File: config.mk
export PLATFORM = sky130hd
export DESIGN_NAME = alu_seq
export DESIGN_NICKNAME = d
export VERILOG_FILES = /design/src/rtl/alu_seq_pkg.sv /design/src/rtl/alu_mul_seq.sv /design/src/rtl/alu_seq.sv
export SDC_FILE = /design/constraint.sdc
export NUM_CORES = 1
export LEC_CHECK = 0
export ABC_AREA = 1
export CAP_MARGIN = 40
export CELL_PAD_IN_SITES_DETAIL_PLACEMENT = 1
export CELL_PAD_IN_SITES_GLOBAL_PLACEMENT = 1
export CORE_ASPECT_RATIO = 1.1
export CORE_UTILIZATION = 35
export DETAILED_ROUTE_END_ITERATION = 8
export PLACE_DENSITY = 0.71
export SETUP_SLACK_MARGIN = 0.5
export SYNTH_ARGS = -nofsm -noshare
export SYNTH_HDL_FRONTEND = slang
export SYNTH_HIERARCHICAL = 1
export SYNTH_SLANG_ARGS = --single-unit
File: constraint.sdc
create_clock -name clk -period 2.8 [get_ports clk]
set_clock_uncertainty 0.1 [all_clocks]
set_input_delay 0.7 -clock clk [delete_from_list [all_inputs] [get_ports clk]]
set_output_delay 0.7 -clock clk [all_outputs]
set_load 0.01 [all_outputs]
File: src/rtl/alu_seq_pkg.sv
// Shared definitions for the alu_seq block: operation select encoding,
// controller state encoding and a helper that flags unused select codes.
package alu_seq_pkg;

    typedef enum logic [3:0] {
        OP_ADD = 4'b0000,
        OP_SUB = 4'b0001,
        OP_AND = 4'b0010,
        OP_OR  = 4'b0011,
        OP_XOR = 4'b0100,
        OP_SLL = 4'b0101,
        OP_SRL = 4'b0110,
        OP_SRA = 4'b0111,
        OP_MUL = 4'b1000
    } op_e;

    typedef enum logic {
        ST_IDLE = 1'b0,
        ST_MUL  = 1'b1
    } state_e;

    // Codes above MUL carry no operation.
    function automatic logic is_reserved(input logic [3:0] sel);
        return (sel > 4'b1000);
    endfunction

endpackage

File: src/rtl/alu_mul_seq.sv
// Shift-add unsigned multiplier datapath, one partial product per step.
// Ports:
//   clk, rst_n : clock, asynchronous active-low reset
//   load       : capture a/b and clear the accumulator
//   step       : perform one shift-add iteration
//   a, b       : N-bit unsigned operands
//   prod_next  : accumulator value after the current iteration (combinational)
//   last       : the current step is the final (N-th) iteration
module alu_mul_seq
    import alu_seq_pkg::*;
#(
    parameter int N = 8
) (
    input  logic           clk,
    input  logic           rst_n,
    input  logic           load,
    input  logic           step,
    input  logic [N-1:0]   a,
    input  logic [N-1:0]   b,
    output logic [2*N-1:0] prod_next,
    output logic           last
);

    localparam int CW = (N > 2) ? $clog2(N) : 1;
    localparam logic [CW-1:0] LAST_CNT = CW'(N - 1);

    logic [2*N-1:0] mcand_r;
    logic [N-1:0]   mplier_r;
    logic [2*N-1:0] prod_r;
    logic [CW-1:0]  cnt_r;

    // The final iteration's sum is exposed so the controller can register the
    // product on the same edge that completes it, without an extra cycle.
    assign prod_next = prod_r + (mplier_r[0] ? mcand_r : {(2*N){1'b0}});
    assign last      = (cnt_r == LAST_CNT);

    // Operand/accumulator registers: load clears, each step shifts and adds.
    always_ff @(posedge clk or negedge rst_n) begin
        if (!rst_n) begin
            mcand_r  <= {(2*N){1'b0}};
            mplier_r <= {N{1'b0}};
            prod_r   <= {(2*N){1'b0}};
            cnt_r    <= {CW{1'b0}};
        end else if (load) begin
            mcand_r  <= {{N{1'b0}}, a};
            mplier_r <= b;
            prod_r   <= {(2*N){1'b0}};
            cnt_r    <= {CW{1'b0}};
        end else if (step) begin
            prod_r   <= prod_next;
            mcand_r  <= mcand_r << 1;
            mplier_r <= mplier_r >> 1;
            cnt_r    <= cnt_r + CW'(1);
        end
    end

endmodule

File: src/rtl/alu_seq.sv
// Sequential ALU: single-cycle add/sub/logic/shift ops and an N-cycle
// shift-add unsigned multiply, with registered result, flags and error.
// Ports:
//   clk, rst_n     : clock, asynchronous active-low reset
//   start          : request, taken when busy=0
//   A, B, sel      : operands and operation select (B low bits = shift amount)
//   out            : registered result
//   Z, Neg, Ca, O  : registered zero, negative, carry, signed-overflow flags
//   busy           : multiply in progress
//   done           : one-cycle pulse when out/flags update
//   err            : registered, set when the completed op used a reserved sel
module alu_seq
    import alu_seq_pkg::*;
#(
    parameter int N = 8
) (
    input  logic         clk,
    input  logic         rst_n,
    input  logic         start,
    input  logic [N-1:0] A,
    input  logic [N-1:0] B,
    input  logic [3:0]   sel,
    output logic [N-1:0] out,
    output logic         Z,
    output logic         Neg,
    output logic         Ca,
    output logic         O,
    output logic         busy,
    output logic         done,
    output logic         err
);

    localparam int SW = $clog2(N);

    state_e         state_r, state_nxt_s;
    logic [N-1:0]   out_r;
    logic           z_r, neg_r, ca_r, o_r, done_r, err_r;

    logic [SW-1:0]  sh_s;
    logic [N:0]     add_w_s, sub_w_s;
    logic [2*N-1:0] sll_w_s, srl_w_s, sra_w_s;

    logic [N-1:0]   alu_res_s;
    logic           alu_ca_s, alu_ov_s, alu_err_s;

    logic           load_s, step_s, upd_s;
    logic [N-1:0]   res_nxt_s;
    logic           ca_nxt_s, ov_nxt_s, err_nxt_s;

    logic [2*N-1:0] prod_next_s;
    logic           mul_last_s;

    assign sh_s    = B[SW-1:0];
    assign add_w_s = {1'b0, A} + {1'b0, B};
    assign sub_w_s = {1'b0, A} + {1'b0, ~B} + {{N{1'b0}}, 1'b1};
    // Shifting inside a double-width word keeps the last bit shifted out at a
    // fixed position (bit N for left, bit N-1 for right shifts).
    assign sll_w_s = {{N{1'b0}}, A} << sh_s;
    assign srl_w_s = {A, {N{1'b0}}} >> sh_s;
    assign sra_w_s = $signed({A, {N{1'b0}}}) >>> sh_s;

    // Single-cycle operation results and flags.
    always_comb begin
        alu_res_s = {N{1'b0}};
        alu_ca_s  = 1'b0;
        alu_ov_s  = 1'b0;
        alu_err_s = 1'b0;
        case (sel)
            OP_ADD: begin
                alu_res_s = add_w_s[N-1:0];
                alu_ca_s  = add_w_s[N];
                alu_ov_s  = (A[N-1] == B[N-1]) && (add_w_s[N-1] != A[N-1]);
            end
            OP_SUB: begin
                alu_res_s = sub_w_s[N-1:0];
                alu_ca_s  = sub_w_s[N];
                alu_ov_s  = (A[N-1] != B[N-1]) && (sub_w_s[N-1] != A[N-1]);
            end
            OP_AND: alu_res_s = A & B;
            OP_OR:  alu_res_s = A | B;
            OP_XOR: alu_res_s = A ^ B;
            OP_SLL: begin
                alu_res_s = sll_w_s[N-1:0];
                alu_ca_s  = (sh_s != {SW{1'b0}}) ? sll_w_s[N] : 1'b0;
            end
            OP_SRL: begin
                alu_res_s = srl_w_s[2*N-1:N];
                alu_ca_s  = (sh_s != {SW{1'b0}}) ? srl_w_s[N-1] : 1'b0;
            end
            OP_SRA: begin
                alu_res_s = sra_w_s[2*N-1:N];
                alu_ca_s  = (sh_s != {SW{1'b0}}) ? sra_w_s[N-1] : 1'b0;
            end
            default: begin
                alu_err_s = is_reserved(sel);
            end
        endcase
    end

    // Controller state register.
    always_ff @(posedge clk or negedge rst_n) begin
        if (!rst_n) begin
            state_r <= ST_IDLE;
        end else begin
            state_r <= state_nxt_s;
        end
    end

    // Next state, multiplier control and the value to publish on completion.
    always_comb begin
        state_nxt_s = state_r;
        load_s      = 1'b0;
        step_s      = 1'b0;
        upd_s       = 1'b0;
        res_nxt_s   = alu_res_s;
        ca_nxt_s    = alu_ca_s;
        ov_nxt_s    = alu_ov_s;
        err_nxt_s   = alu_err_s;
        case (state_r)
            ST_IDLE: begin
                if (start && (sel == OP_MUL)) begin
                    load_s      = 1'b1;
                    state_nxt_s = ST_MUL;
                end else if (start) begin
                    upd_s = 1'b1;
                end else begin
                    state_nxt_s = ST_IDLE;
                end
            end
            ST_MUL: begin
                step_s = 1'b1;
                if (mul_last_s) begin
                    state_nxt_s = ST_IDLE;
                    upd_s       = 1'b1;
                    res_nxt_s   = prod_next_s[N-1:0];
                    ca_nxt_s    = |prod_next_s[2*N-1:N];
                    ov_nxt_s    = |prod_next_s[2*N-1:N];
                    err_nxt_s   = 1'b0;
                end else begin
                    state_nxt_s = ST_MUL;
                end
            end
            default: begin
                state_nxt_s = ST_IDLE;
            end
        endcase
    end

    // Result/flag registers: updated only on completion, held otherwise.
    always_ff @(posedge clk or negedge rst_n) begin
        if (!rst_n) begin
            out_r  <= {N{1'b0}};
            z_r    <= 1'b0;
            neg_r  <= 1'b0;
            ca_r   <= 1'b0;
            o_r    <= 1'b0;
            err_r  <= 1'b0;
            done_r <= 1'b0;
        end else begin
            done_r <= upd_s;
            if (upd_s) begin
                out_r <= res_nxt_s;
                z_r   <= (res_nxt_s == {N{1'b0}});
                neg_r <= res_nxt_s[N-1];
                ca_r  <= ca_nxt_s;
                o_r   <= ov_nxt_s;
                err_r <= err_nxt_s;
            end
        end
    end

    alu_mul_seq #(.N(N)) u_mul (
        .clk       (clk),
        .rst_n     (rst_n),
        .load      (load_s),
        .step      (step_s),
        .a         (A),
        .b         (B),
        .prod_next (prod_next_s),
        .last      (mul_last_s)
    );

    assign out  = out_r;
    assign Z    = z_r;
    assign Neg  = neg_r;
    assign Ca   = ca_r;
    assign O    = o_r;
    assign err  = err_r;
    assign done = done_r;
    assign busy = (state_r == ST_MUL);

endmodule

# Word-level counts from Yosys, hierarchy flattened
# Index checks and enable logic that the tools add are counted.
# word_totals
ff_bits	58
wordCells	81
# op_classes
n_addsub	5
order_cmp	1
n_eq_ne	13
n_shift	3
muxes	33
bitwise	5
n_reduce_logical	9
# op_table
operator	count
16-bit 2-to-1 mux	5
8-bit one-hot mux with 8 select lines	1
8-bit 2-to-1 mux	4
8-bit by 8-bit adder with 9-bit output	2
1-bit 2-to-1 mux	17
16-bit adder	1
4-bit by 3-bit equality test with 1-bit output, second input constant	4
8-bit OR reduction	2
16-bit by 3-bit >> shifter with 16-bit output	1
16-bit by 3-bit >>> shifter with 16-bit output	1
9-bit by 1-bit adder with 9-bit output, second input constant	1
8-bit by 3-bit left shift with 9-bit output	1
8-bit AND	1
4-bit by 2-bit equality test with 1-bit output, second input constant	2
8-bit zero test	1
8-bit NOT	1
8-bit bitwise OR	1
8-bit bitwise XOR	1
3-bit 2-to-1 mux	2
1-bit one-hot mux with 2 select lines	3
1-bit one-hot mux with 5 select lines	1
4-bit by 1-bit equality test with 1-bit output, second input constant	1
4-bit equality test, second input constant	1
4-bit > comparator, second input constant	1
other kinds (9)	13

# Depth between registers and ports, before layout
# Gate-level depths: netlist of run 1.
# logic_depth
ltp_word	8
depth_mapped	18
ltp_nobuf	17

# Hierarchy
# Netlist of run 1, hierarchy kept.
# modules_own_cells
module	n_inst	cells_each	area_each_um2
alu_mul_seq	1	373	2803.9
alu_seq	1	463	2612.5

# Worst setup path after synthesis of run 1
# Ideal clock, no wire load.
# synth_path
path_kind	register to register
from	register u_mul.mplier_r[0]
to	register o_r, in the netlist O
setup_ns	0.126
t_arrival_ns	2.470
setup_slack_ns	0.104
path_stages_with_launch	18
path_buffers	2
synth_period_minus_slack_ns	2.696
cell_sequence	dfrtp_1 > buf_2 > clkbuf_1 > nand2_1 > inv_1 > ha_1 > fa_1 > nand3_1 > nand3_2 > nand2_1 > nand2_2 > nand2_2 > nand3_1 > and2_1 > nor4_1 > a21oi_1 > nor2_1 > a21oi_1
# synth_via
elab_chain_len	5
# synth_rtl
element	line	source
start: declaration	alu_mul_seq.sv:28	logic [N-1:0] mplier_r;
start signal: assignment	alu_mul_seq.sv:41	mplier_r <= {N{1'b0}};
start signal: assignment	alu_mul_seq.sv:52	mplier_r <= mplier_r >> 1;
16-bit 2-to-1 mux	alu_mul_seq.sv:34	assign prod_next = prod_r + (mplier_r[0] ? mcand_r : {(2*N){1'b0}});
16-bit adder	alu_mul_seq.sv:34	
net prod_next_s[12]	alu_seq.sv:50	logic [2*N-1:0] prod_next_s;
8-bit OR reduction	alu_seq.sv:137	ov_nxt_s = |prod_next_s[2*N-1:N];
1-bit 2-to-1 mux	alu_seq.sv:132	if (mul_last_s) begin
1-bit 2-to-1 mux	alu_seq.sv:119	case (state_r)
end signal: assignment	alu_seq.sv:166	o_r <= ov_nxt_s;
end: declaration	alu_seq.sv:37	logic z_r, neg_r, ca_r, o_r, done_r, err_r;
# The timed path passes the listed nets, and every way through them passes these cells.
# A chain may end at the register's enable or synchronous reset.

# Worst setup path after layout of run 1
# Same ends and word-level chain as after synthesis.

==> results of run 1 <==
[area by class of cell]
type	count	area share, %
Sequential cell	57	16.99
Tap cell	196	2.918
Timing Repair Buffer	215	21.88
Inverter	126	5.836
Multi-Input combinational cell	629	49.00
Clock inverter	4	0.5360
Clock buffer	10	2.844
[cell families (layout without fill, tap and decap cells)]
kind of cell | after synthesis | count (layout) | synth area share, %
and+or+nand+nor | 485 | 485 | 39.09
buffers and inverters | 150 | 355 | 11.71
DFF | 57 | 57 | 26.33
AOI/OAI and AO/OA | 89 | 89 | 10.09
adders and majority gates | 46 | 46 | 11.04
xor gates and xnor gates | 9 | 9 | 1.733
[final timing paths]
check / startpoint / end / slack (ns) / cells past startpoint
setup / recovery: u_mul/mplier_r[0] / O / -0.08 / 15
hold reg to reg: err / err / 0.39 / 1
hold / removal: rst_n / out[4] / 0.30 / 1
max in group asynchronous: rst_n / u_mul/mplier_r[0] / 1.66 / 2
min in group clk: err / err / 0.39 / 1
setup reg to reg: u_mul/mplier_r[0] / O / -0.08 / 15
[routing by layer]
metal  vias up  global-route usage, %  part of all wire (%)
li1       3070                      -                     -
met5         -                      0                     0
met3        76                  3.966                   3.2
met2       165                  52.43                    52
met1      3314                  34.98                    40
met4         0                  16.87                   5.0
[worst register-to-register path, cell delays in order, from the launching register on]
cell and delay, ns:
sky130_fd_sc_hd__dfrtp_2 0.46, sky130_fd_sc_hd__buf_12 0.16, sky130_fd_sc_hd__nand2_1 0.06, sky130_fd_sc_hd__inv_1 0.06
sky130_fd_sc_hd__ha_2 0.38, sky130_fd_sc_hd__nand2_1 0.16, sky130_fd_sc_hd__nor3_2 0.31, sky130_fd_sc_hd__nand2_4 0.11
sky130_fd_sc_hd__nand2_1 0.08, sky130_fd_sc_hd__nand2_1 0.06, sky130_fd_sc_hd__and2_4 0.15, sky130_fd_sc_hd__nor4_4 0.27
sky130_fd_sc_hd__buf_4 0.17, sky130_fd_sc_hd__a21oi_4 0.06, sky130_fd_sc_hd__nor2_4 0.12, sky130_fd_sc_hd__a21oi_2 0.06
[flip-flops by register name, summed over array words and instances, names as in the netlist, 3 cells and up]
name / flops
out: 8
u_mul/mcand_r: 16
u_mul/mplier_r: 8
u_mul/prod_r: 16
u_mul/cnt_r: 3
[repair_timing]
item,CTS,global route
pin swaps,48,39
endpoints found under the setup margin,53,17
buffers inserted,16,7
resized for setup,153,96
[power breakdown]
part	internal, W	leakage, nW	switching, W
clock	0.000696	0.144	0.000372
combinational	0.00235	3.50	0.00270
sequential	0.00119	0.713	0.000289
[stage by stage]
stage	util [%]	area, sq um	instances	power [W]	TNS (ns)
2_1_floorplan	-	5465	836	0.003538	0
3_3_place_gp	47.09	7117	1200	0.005113	-2.245
3_5_place_dp	47.09	7117	1200	0.005286	-3.601
4_1_cts	53.19	8039	1230	0.006958	0
5_1_grt	55.61	8404	1237	0.008058	-0.4390
6_report	55.61	8404	1237	0.007594	-0.1684
[cells in the final DEF (no fill, tap or decap), types with 8 or more instances in the layout]
master / n
sky130_fd_sc_hd__nand4_1: 8
sky130_fd_sc_hd__nor2_2: 12
sky130_fd_sc_hd__dfrtp_1: 56
sky130_fd_sc_hd__nand3_1: 74
sky130_fd_sc_hd__o22ai_1: 15
sky130_fd_sc_hd__ha_4: 20
sky130_fd_sc_hd__inv_1: 87
sky130_fd_sc_hd__buf_4: 150
sky130_fd_sc_hd__a21oi_2: 11
sky130_fd_sc_hd__inv_2: 31
sky130_fd_sc_hd__nand3_2: 15
sky130_fd_sc_hd__clkdlybuf4s50_1: 18
sky130_fd_sc_hd__nand2_1: 226
sky130_fd_sc_hd__buf_6: 21
sky130_fd_sc_hd__a21oi_1: 17
sky130_fd_sc_hd__ha_1: 16
sky130_fd_sc_hd__nor2_4: 11
sky130_fd_sc_hd__nand2_2: 41
sky130_fd_sc_hd__o21ai_0: 10
sky130_fd_sc_hd__dlygate4sd2_1: 11
sky130_fd_sc_hd__clkbuf_16: 9
sky130_fd_sc_hd__nor2_1: 63
==> results_dict.tcl, run 1 <==
set metrics [dict create \
    clk_transition_reported_paths_ns 0.06 \
    globalplace.congestion 0.9407 \
    hold_path_class "input pin to asynchronous set/reset pin" \
    layout-drive-gt1-share_pct 37.46 \
    synthesis.nets 905 \
    dpl_worst_slack_ns -0.4069 \
    critical_path_buf_inv_count 3 \
    fmaxAchievable_mhz 346.7 \
    cts_num_sinks 57 \
    clock-root-buffer "sky130_fd_sc_hd__clkbuf_16" \
    syn-instance-count 836 \
    worstSetupStartpointType "flip-flop" \
    worst_slew_pin_slew_ns 0.6731 \
    detail_route.wirelength_mm 24.55 \
    yosys.cell_count.top_type "sky130_fd_sc_hd__nand2_1" \
    crit_required_ns 2.92 \
    netlist.top_cell.by_area "sky130_fd_sc_hd__dfrtp_1" \
    syn_to_final_growth_pct 55.16 \
    grt_setup_unrepaired "true" \
    horizontal_die_dimension_microns 120.6 \
    layout_worst_path_cycle_share_pct 103.0 \
    number_of_drc_markers_after_the_initial_detailed_route_iteration 315 \
    drtAntennaViolNets 0 \
    io_buffer_count 37 \
    io_pins 38 \
    post_synth.cell_area_avg_sq_um 6.479 \
    insertion_delay_ns 0.34 \
    synth_largest_type_area_fraction_pct 26.33 \
    power_leakage_nw 4.356 \
    viasPerCell 5.356 \
    minimum_clock_period_after_layout_ns 2.884 \
    core_region_area_sq_um 15110 \
    setup.worst_path.class "flip-flop to flip-flop" \
    critPathTopFamily "simple AND/OR/NAND/NOR gates" \
    timing.final.setup_violations 2 \
    crit_slowest_cell "sky130_fd_sc_hd__dfrtp_2" \
    post_synth_most_frequent_cells "262 x sky130_fd_sc_hd__nand2_1, 112 x sky130_fd_sc_hd__inv_1, 89 x sky130_fd_sc_hd__nand3_1" \
    multi_input_area_sq_um 4118 \
    sequential_cell_area_sq_um 1428 \
    fin_worst_hold_slack_ns 0.3000 \
    fill_cell_total_of_the_finished_layout 1905 \
    core.rowCount 47 \
    final-hold-violation-count 0 \
    floorplan.die_area_sq_um 15980 \
    detailedRoute.firstPassIterationCount 5 \
    nets 1107 \
    syn_warnings 6 \
    worst_path_largest_cell_delay_ns 0.46 \
    status "finished with violations" \
    number_of_antenna_violations_at_the_first_check_in_global_routing 0 \
    power.density_cell_area_nw_per_um2 903.6 \
    mappedNetlistArea_sq_um 5416 \
    drt_drc_violations_left 0 \
    synth_seq_cells 57 \
    cts_buffer_depth 2 \
    cts_max_level 3 \
    fin_max_slew_vios 0 \
    track_usage_pct 29.96 \
    gr-total-overflow 0 \
    numCtsBuffers 9 \
    arrival_ns 3.00 \
    cts-hold-fix-buffers 0 \
    violations "setup timing" \
    first_global_vias 7168 \
    dp.final_hpwl_mm 17.20 \
    worst_slack_ns -0.08440 \
    route.detailed.wl_per_inst_microns 19.84 \
    yosysSeqAreaShare_pct 26.33 \
    ir_worst_vdd_mv 0.6795 \
    end_kind "flip-flop" \
    postSynth.topFlopCell "sky130_fd_sc_hd__dfrtp_1" \
    cp_common_cell "sky130_fd_sc_hd__nand2_1" \
    starting_density_of_the_core_pct 35.84 \
    tritoncts "yes" \
    maxSlewHeadroom_pct 55.13 \
    timing.critical_path.fanout_max 11 \
    synth.distinct_cells 47 \
    timing.max_cap.violations 0 \
    crit_chain "buf_12 -> nand2_1 -> inv_1 -> ha_2 -> nand2_1 -> nor3_2 -> nand2_4 -> nand2_1 -> nand2_1 -> and2_4 -> nor4_4 -> buf_4 -> a21oi_4 -> nor2_4 -> a21oi_2" \
    grt_first_pass_wirelength_mm 36.61 \
    synth-edff-count 0 \
    die-height_microns 132.5 \
    num_vias 6625 \
    antenna-diode-count 0 \
    ys_async_sr_fraction_pct 100.0 \
    grt_max_degree 34 \
    largest_cells_by_area_after_synthesis "sky130_fd_sc_hd__dfrtp_1 26%, sky130_fd_sc_hd__nand2_1 18%, sky130_fd_sc_hd__ha_1 9.9%" \
]
No activity file was read; power rests on OpenSTA's default activity.
==> run 2: changes to the inputs <==
- PLACE_DENSITY: 0.71 -> 0.68
- clock period: 2.8 -> 2.7 ns (I/O delays scaled with it)
==> run 2 against run 1 <==
- the flow still finishes with violations (setup timing)
- wire length up 5.7%
- sequential cell count unchanged
- die area unchanged
- via count up 0.85%
- critical path depth up 1
- worst setup slack worse by 0.16 ns
- register-to-register slack worse by 0.16 ns
- sequential share of layout area down 0.72 points
- non-clock buffer count up 26
- combinational power up 17%
- critical path type unchanged
- largest cell class unchanged
- highest routed layer unchanged
==> results_dict.tcl, run 2 (same netlist as run 1, synthesis figures left out) <==
set metrics [dict create \
    ir_worst_vdd_mv 0.6574 \
    cp_common_cell "sky130_fd_sc_hd__nand2_2" \
    track_usage_pct 30.75 \
    gr-total-overflow 0 \
    dpl-instance-area_sq_um 7244 \
    crit_required_ns 2.82 \
    r2r_end "Ca" \
    route.detailed.wl_per_inst_microns 20.50 \
    dpl_worst_slack_ns -0.4571 \
    power_leakage_nw 4.511 \
    fin_setup_tns_ns -0.4663 \
    antenna-diode-count 0 \
    clk_transition_reported_paths_ns 0.06 \
    viasPerCell 5.281 \
    drt_drc_violations_left 0 \
    stdcell_count 1265 \
    critical_path_buf_inv_count 2 \
    die-height_microns 132.5 \
    core_region_area_sq_um 15110 \
    grt_setup_unrepaired "true" \
    r2r.worst_path.cells 16 \
    grt_max_degree 58 \
    final_common_cell "sky130_fd_sc_hd__nand2_1" \
    crit_slowest_cell "sky130_fd_sc_hd__dfrtp_2" \
    drtAntennaViolNets 0 \
    cts-hold-fix-buffers 0 \
    fmaxAchievable_mhz 339.3 \
    power.density_cell_area_nw_per_um2 974.2 \
    setup.worst_path.class "flip-flop to flip-flop" \
    starting_density_of_the_core_pct 35.84 \
    final-hold-violation-count 0 \
    cts_num_sinks 57 \
    worstSetupStartpointType "flip-flop" \
    fin_max_slew_vios 0 \
    worst_path_largest_cell_delay_ns 0.45 \
    maxSlewHeadroom_pct 67.38 \
    end_kind "flip-flop" \
    numCtsBuffers 9 \
    layout_common_cells "219 x sky130_fd_sc_hd__nand2_1, 172 x sky130_fd_sc_hd__buf_4, 82 x sky130_fd_sc_hd__inv_1, 70 x sky130_fd_sc_hd__nand3_1, 55 x sky130_fd_sc_hd__dfrtp_1" \
    place.detailed.instances 1218 \
    horizontal_die_dimension_microns 120.6 \
    crit_chain "nand2_4 -> inv_4 -> ha_4 -> fa_2 -> nand2_2 -> nand2_2 -> nand3b_1 -> nand2_2 -> buf_6 -> nand2_4 -> nand3b_1 -> and2_4 -> nor4_4 -> a21oi_2 -> nor2_2 -> a21oi_1" \
    layout_worst_path_cycle_share_pct 109.2 \
    cts_buffer_depth 2 \
    io_buffer_count 37 \
    dp.final_hpwl_mm 17.63 \
    num_vias 6681 \
    finish.instance_area_sq_um 8782 \
    critPathTopFamily "simple AND/OR/NAND/NOR gates" \
    timing.critical_path.fanout_max 4 \
    number_of_drc_markers_after_the_initial_detailed_route_iteration 380 \
    syn_to_final_growth_pct 62.14 \
    hold_path_class "input pin to asynchronous set/reset pin" \
    minimum_clock_period_after_layout_ns 2.948 \
    timing.max_cap.violations 0 \
    globalplace.congestion 0.9439 \
    timing.final.setup_violations 2 \
    violations "setup timing" \
    floorplan.die_area_sq_um 15980 \
    grt_first_pass_wirelength_mm 37.47 \
    timing.rr.start "u_mul/mplier_r[0]" \
    cts_max_level 3 \
    worst_slack_ns -0.2476 \
    detail_route.wirelength_mm 25.94 \
    tritoncts "yes" \
    insertion_delay_ns 0.34 \
    status "finished with violations" \
    io_pins 38 \
    fill_cell_total_of_the_finished_layout 1884 \
    clock-root-buffer "sky130_fd_sc_hd__clkbuf_16" \
    nets 1133 \
    worst_slew_pin_slew_ns 0.4842 \
    layout-drive-gt1-share_pct 42.94 \
    detailedRoute.firstPassIterationCount 4 \
    largest_registers "u_mul/mcand_r x16, u_mul/prod_r x16" \
    first_global_vias 7167 \
    reg2reg_setup_slack_ns -0.25 \
    number_of_antenna_violations_at_the_first_check_in_global_routing 0 \
    arrival_ns 3.06 \
    core.rowCount 47 \
]
## run 2: worst max-delay path by stage
stage	from	depth (start not counted)	slack, ns	end
final	u_mul/mplier_r[0]	16	-0.25	Ca
after global placement	A[0]	18	-0.41	Z
after global routing	u_mul/mplier_r[0]	16	-0.31	Ca
after floorplan	u_mul/mplier_r[0]	17	0.15	Ca
after detailed placement	A[0]	15	-0.46	Z
after CTS	u_mul/mplier_r[0]	16	-0.05	O
## run 2: area by class of cell
| type | instances | area (sq um) | area share [%] |
|---|---|---|---|
| Multi-Input combinational cell | 629 | 4302 | 48.98 |
| Tap cell | 196 | 245.2 | 2.792 |
| Inverter | 126 | 491.7 | 5.599 |
| Clock buffer | 11 | 242.7 | 2.764 |
| Sequential cell | 57 | 1429 | 16.27 |
| Timing Repair Buffer | 241 | 2041 | 23.24 |
| Clock inverter | 5 | 31.28 | 0.3562 |
## run 2: report_power, final
group | internal [W] | switching (W)
registers | 0.00123 | 0.000331
logic | 0.00276 | 0.00316
clock network | 0.000642 | 0.000434
total | 0.00463 | 0.00392
## run 2: routing by layer
| metal | vias to the layer above | GRT usage (%) | wire (microns) |
|---|---|---|---|
| met5 | - | 0 | 0 |
| met4 | 0 | 15.78 | 1229 |
| met3 | 77 | 3.793 | 812 |
| met2 | 180 | 56.07 | 13590 |
| met1 | 3302 | 34.79 | 10300 |
| li1 | 3122 | - | - |
## run 2: metrics by stage
step / hold slack (ns) / total power [W] / util, %
after floorplan: 0.2794 / 0.003672 / -
after global placement: 0.3721 / 0.005400 / 47.93
after detailed placement: 0.3814 / 0.005570 / 47.93
after CTS: 0.2438 / 0.007422 / 54.33
after global routing: 0.2470 / 0.008991 / 58.11
final: 0.2216 / 0.008556 / 58.11
## run 2: what timing repair did
item                                    in CTS  in global routing
gates cloned                                 0                  0
setup buffers                               18                 13
endpoints found under the hold margin        0                  0
endpoints found under the setup margin      56                 47
pin swaps                                   60                 64
gates resized for setup                    174                147
==> run 3: changes to the inputs <==
--- a/config.mk
+++ b/config.mk
@@ -8,3 +8,3 @@
 export ABC_AREA = 1
-export CAP_MARGIN = 40
+export CAP_MARGIN = 15
 export CELL_PAD_IN_SITES_DETAIL_PLACEMENT = 1
--- a/constraint.sdc
+++ b/constraint.sdc
@@ -4,2 +4,2 @@
 set_output_delay 0.675 -clock clk [all_outputs]
-set_load 0.01 [all_outputs]
+set_load 0.02 [all_outputs]
==> run 3 against run 2 <==
- die area is the same
- final cell count is the same
- the flow still finishes with violations (setup timing)
- via count grew 0.10%
- critical path depth is the same
- global-route usage is the same
- worst setup slack is essentially flat
==> results_dict.tcl, run 3 (same netlist as run 1, synthesis figures left out) <==
set metrics [dict create \
    arrival_ns 3.06 \
    starting_density_of_the_core_pct 35.84 \
    grt_setup_unrepaired "true" \
    grt_max_degree 58 \
    detailedRoute.firstPassIterationCount 4 \
    timing.final.setup_violations 2 \
    io_pins 38 \
    grt_first_pass_wirelength_mm 37.47 \
    globalplace.congestion 0.9439 \
    track_usage_pct 30.75 \
    viasPerCell 5.287 \
    place.detailed.instances 1218 \
    syn_to_final_growth_pct 62.09 \
    crit_slowest_cell "sky130_fd_sc_hd__dfrtp_2" \
    cp_common_cell "sky130_fd_sc_hd__nand2_2" \
    finish.instance_area_sq_um 8780 \
    power_leakage_nw 4.514 \
    tritoncts "yes" \
    dpl-instance-area_sq_um 7244 \
    dpl_worst_slack_ns -0.4571 \
    ir_worst_vdd_mv 0.6576 \
    worst_setup_path_startpoint "u_mul/mplier_r[0]" \
    num_vias 6688 \
    first_global_vias 7167 \
    fin_max_slew_vios 0 \
    stdcell_count 1265 \
    clk_transition_reported_paths_ns 0.06 \
    worstSetupStartpointType "flip-flop" \
    core.rowCount 47 \
    minimum_clock_period_after_layout_ns 2.948 \
    floorplan.die_area_sq_um 15980 \
    io_buffer_count 37 \
    status "finished with violations" \
    layout-drive-gt1-share_pct 42.84 \
    cts-hold-fix-buffers 0 \
    multi_input_area_sq_um 4302 \
    dp.final_hpwl_mm 17.63 \
    worst_slack_ns -0.2476 \
    route.detailed.wl_per_inst_microns 20.50 \
    final_core_util_pct 58.09 \
    drtAntennaViolNets 0 \
    cts_num_sinks 57 \
    layout_common_cells "219 x sky130_fd_sc_hd__nand2_1, 172 x sky130_fd_sc_hd__buf_4, 82 x sky130_fd_sc_hd__inv_1, 70 x sky130_fd_sc_hd__nand3_1, 56 x sky130_fd_sc_hd__dfrtp_1" \
    maxSlewHeadroom_pct 67.38 \
    end_kind "flip-flop" \
    final-hold-violation-count 0 \
    gr-total-overflow 0 \
    timing.max_cap.violations 0 \
    nets 1133 \
    cts_buffer_depth 2 \
    number_of_drc_markers_after_the_initial_detailed_route_iteration 380 \
    fill_cell_total_of_the_finished_layout 1886 \
    largest_registers "u_mul/mcand_r x16, u_mul/prod_r x16" \
    cts_max_level 3 \
    crit_chain "nand2_4 -> inv_4 -> ha_4 -> fa_2 -> nand2_2 -> nand2_2 -> nand3b_1 -> nand2_2 -> buf_6 -> nand2_4 -> nand3b_1 -> and2_4 -> nor4_4 -> a21oi_2 -> nor2_2 -> a21oi_1" \
    worst_slew_pin_slew_ns 0.4842 \
    timing.critical_path.fanout_max 4 \
    fmaxAchievable_mhz 339.3 \
    die-height_microns 132.5 \
    setup.worst_path.class "flip-flop to flip-flop" \
    power.density_cell_area_nw_per_um2 982.8 \
    clock-root-buffer "sky130_fd_sc_hd__clkbuf_16" \
    numCtsBuffers 9 \
    timing.rr.start "u_mul/mplier_r[0]" \
    insertion_delay_ns 0.34 \
    hold_path_class "input pin to asynchronous set/reset pin" \
    worst_path_largest_cell_delay_ns 0.45 \
    final_common_cell "sky130_fd_sc_hd__nand2_1" \
    horizontal_die_dimension_microns 120.6 \
    core_region_area_sq_um 15110 \
    sequential_cell_area_sq_um 1428 \
    detail_route.wirelength_mm 25.93 \
    antenna-diode-count 0 \
    design_power_total_w 0.008629 \
    layout_worst_path_cycle_share_pct 109.2 \
    drt_drc_violations_left 0 \
    number_of_antenna_violations_at_the_first_check_in_global_routing 0 \
    violations "setup timing" \
    crit_required_ns 2.82 \
]
==> run 3: path summary, 6_finish.rpt <==
check	to	slack, ns	cells past startpoint
setup / recovery	Ca	-0.25	16
min in group clk	u_mul/mplier_r[5]	0.39	2
hold reg to reg	u_mul/mplier_r[5]	0.39	2
setup reg to reg	Ca	-0.25	16
max in group asynchronous	u_mul/mplier_r[0]	1.97	2
hold / removal	done	0.22	2
==> run 3: layer usage <==
| layer | share of wire (%) | global-route usage, % |
|---|---|---|
| met4 | 4.7 | 15.78 |
| met5 | 0 | 0 |
| met3 | 3.1 | 3.793 |
| met2 | 52 | 56.07 |
| met1 | 40 | 34.79 |
==> run 3: final cells by class <==
class                      instances  area share, %
multi-input combinational        629          49.00
clock buffer                      11          2.765
inverter                         126          5.601
timing repair buffer             241          23.23
tap                              196          2.793
clock inverter                     5         0.3563
sequential                        57          16.26
==> run 3: stage by stage <==
stage | TNS [ns] | hold WS, ns
6_report | -0.4662 | 0.2216
5_1_grt | -0.5707 | 0.2470
4_1_cts | -0.07728 | 0.2438
3_5_place_dp | -6.006 | 0.3814
3_3_place_gp | -3.498 | 0.3721
2_1_floorplan | 0 | 0.2794
==> run 3: timing repair <==
item | in CTS | in global routing
gates cloned | 0 | 0
pin swaps | 60 | 64
gates resized for setup | 175 | 146
endpoints found under the setup margin | 57 | 47
setup buffers | 18 | 13
==> run 3: report_power, final <==
part / switching [W] / internal, W / leakage, nW
logic: 0.00324 / 0.00275 / 3.67
clock network: 0.000435 / 0.000642 / 0.135
registers: 0.000332 / 0.00123 / 0.713
total: 0.00400 / 0.00463 / 4.51
==> run 3: critical path: cells and delay by family, from the launching register on <==
family                   cells  cell delay [ns]
AND/OR/NAND/NOR             10             1.35
buffers and inverters        2             0.17
adder cells (fa/ha/maj)      2             0.52
AO/OA/AOI/OAI                2             0.22
flip-flops                   1             0.45
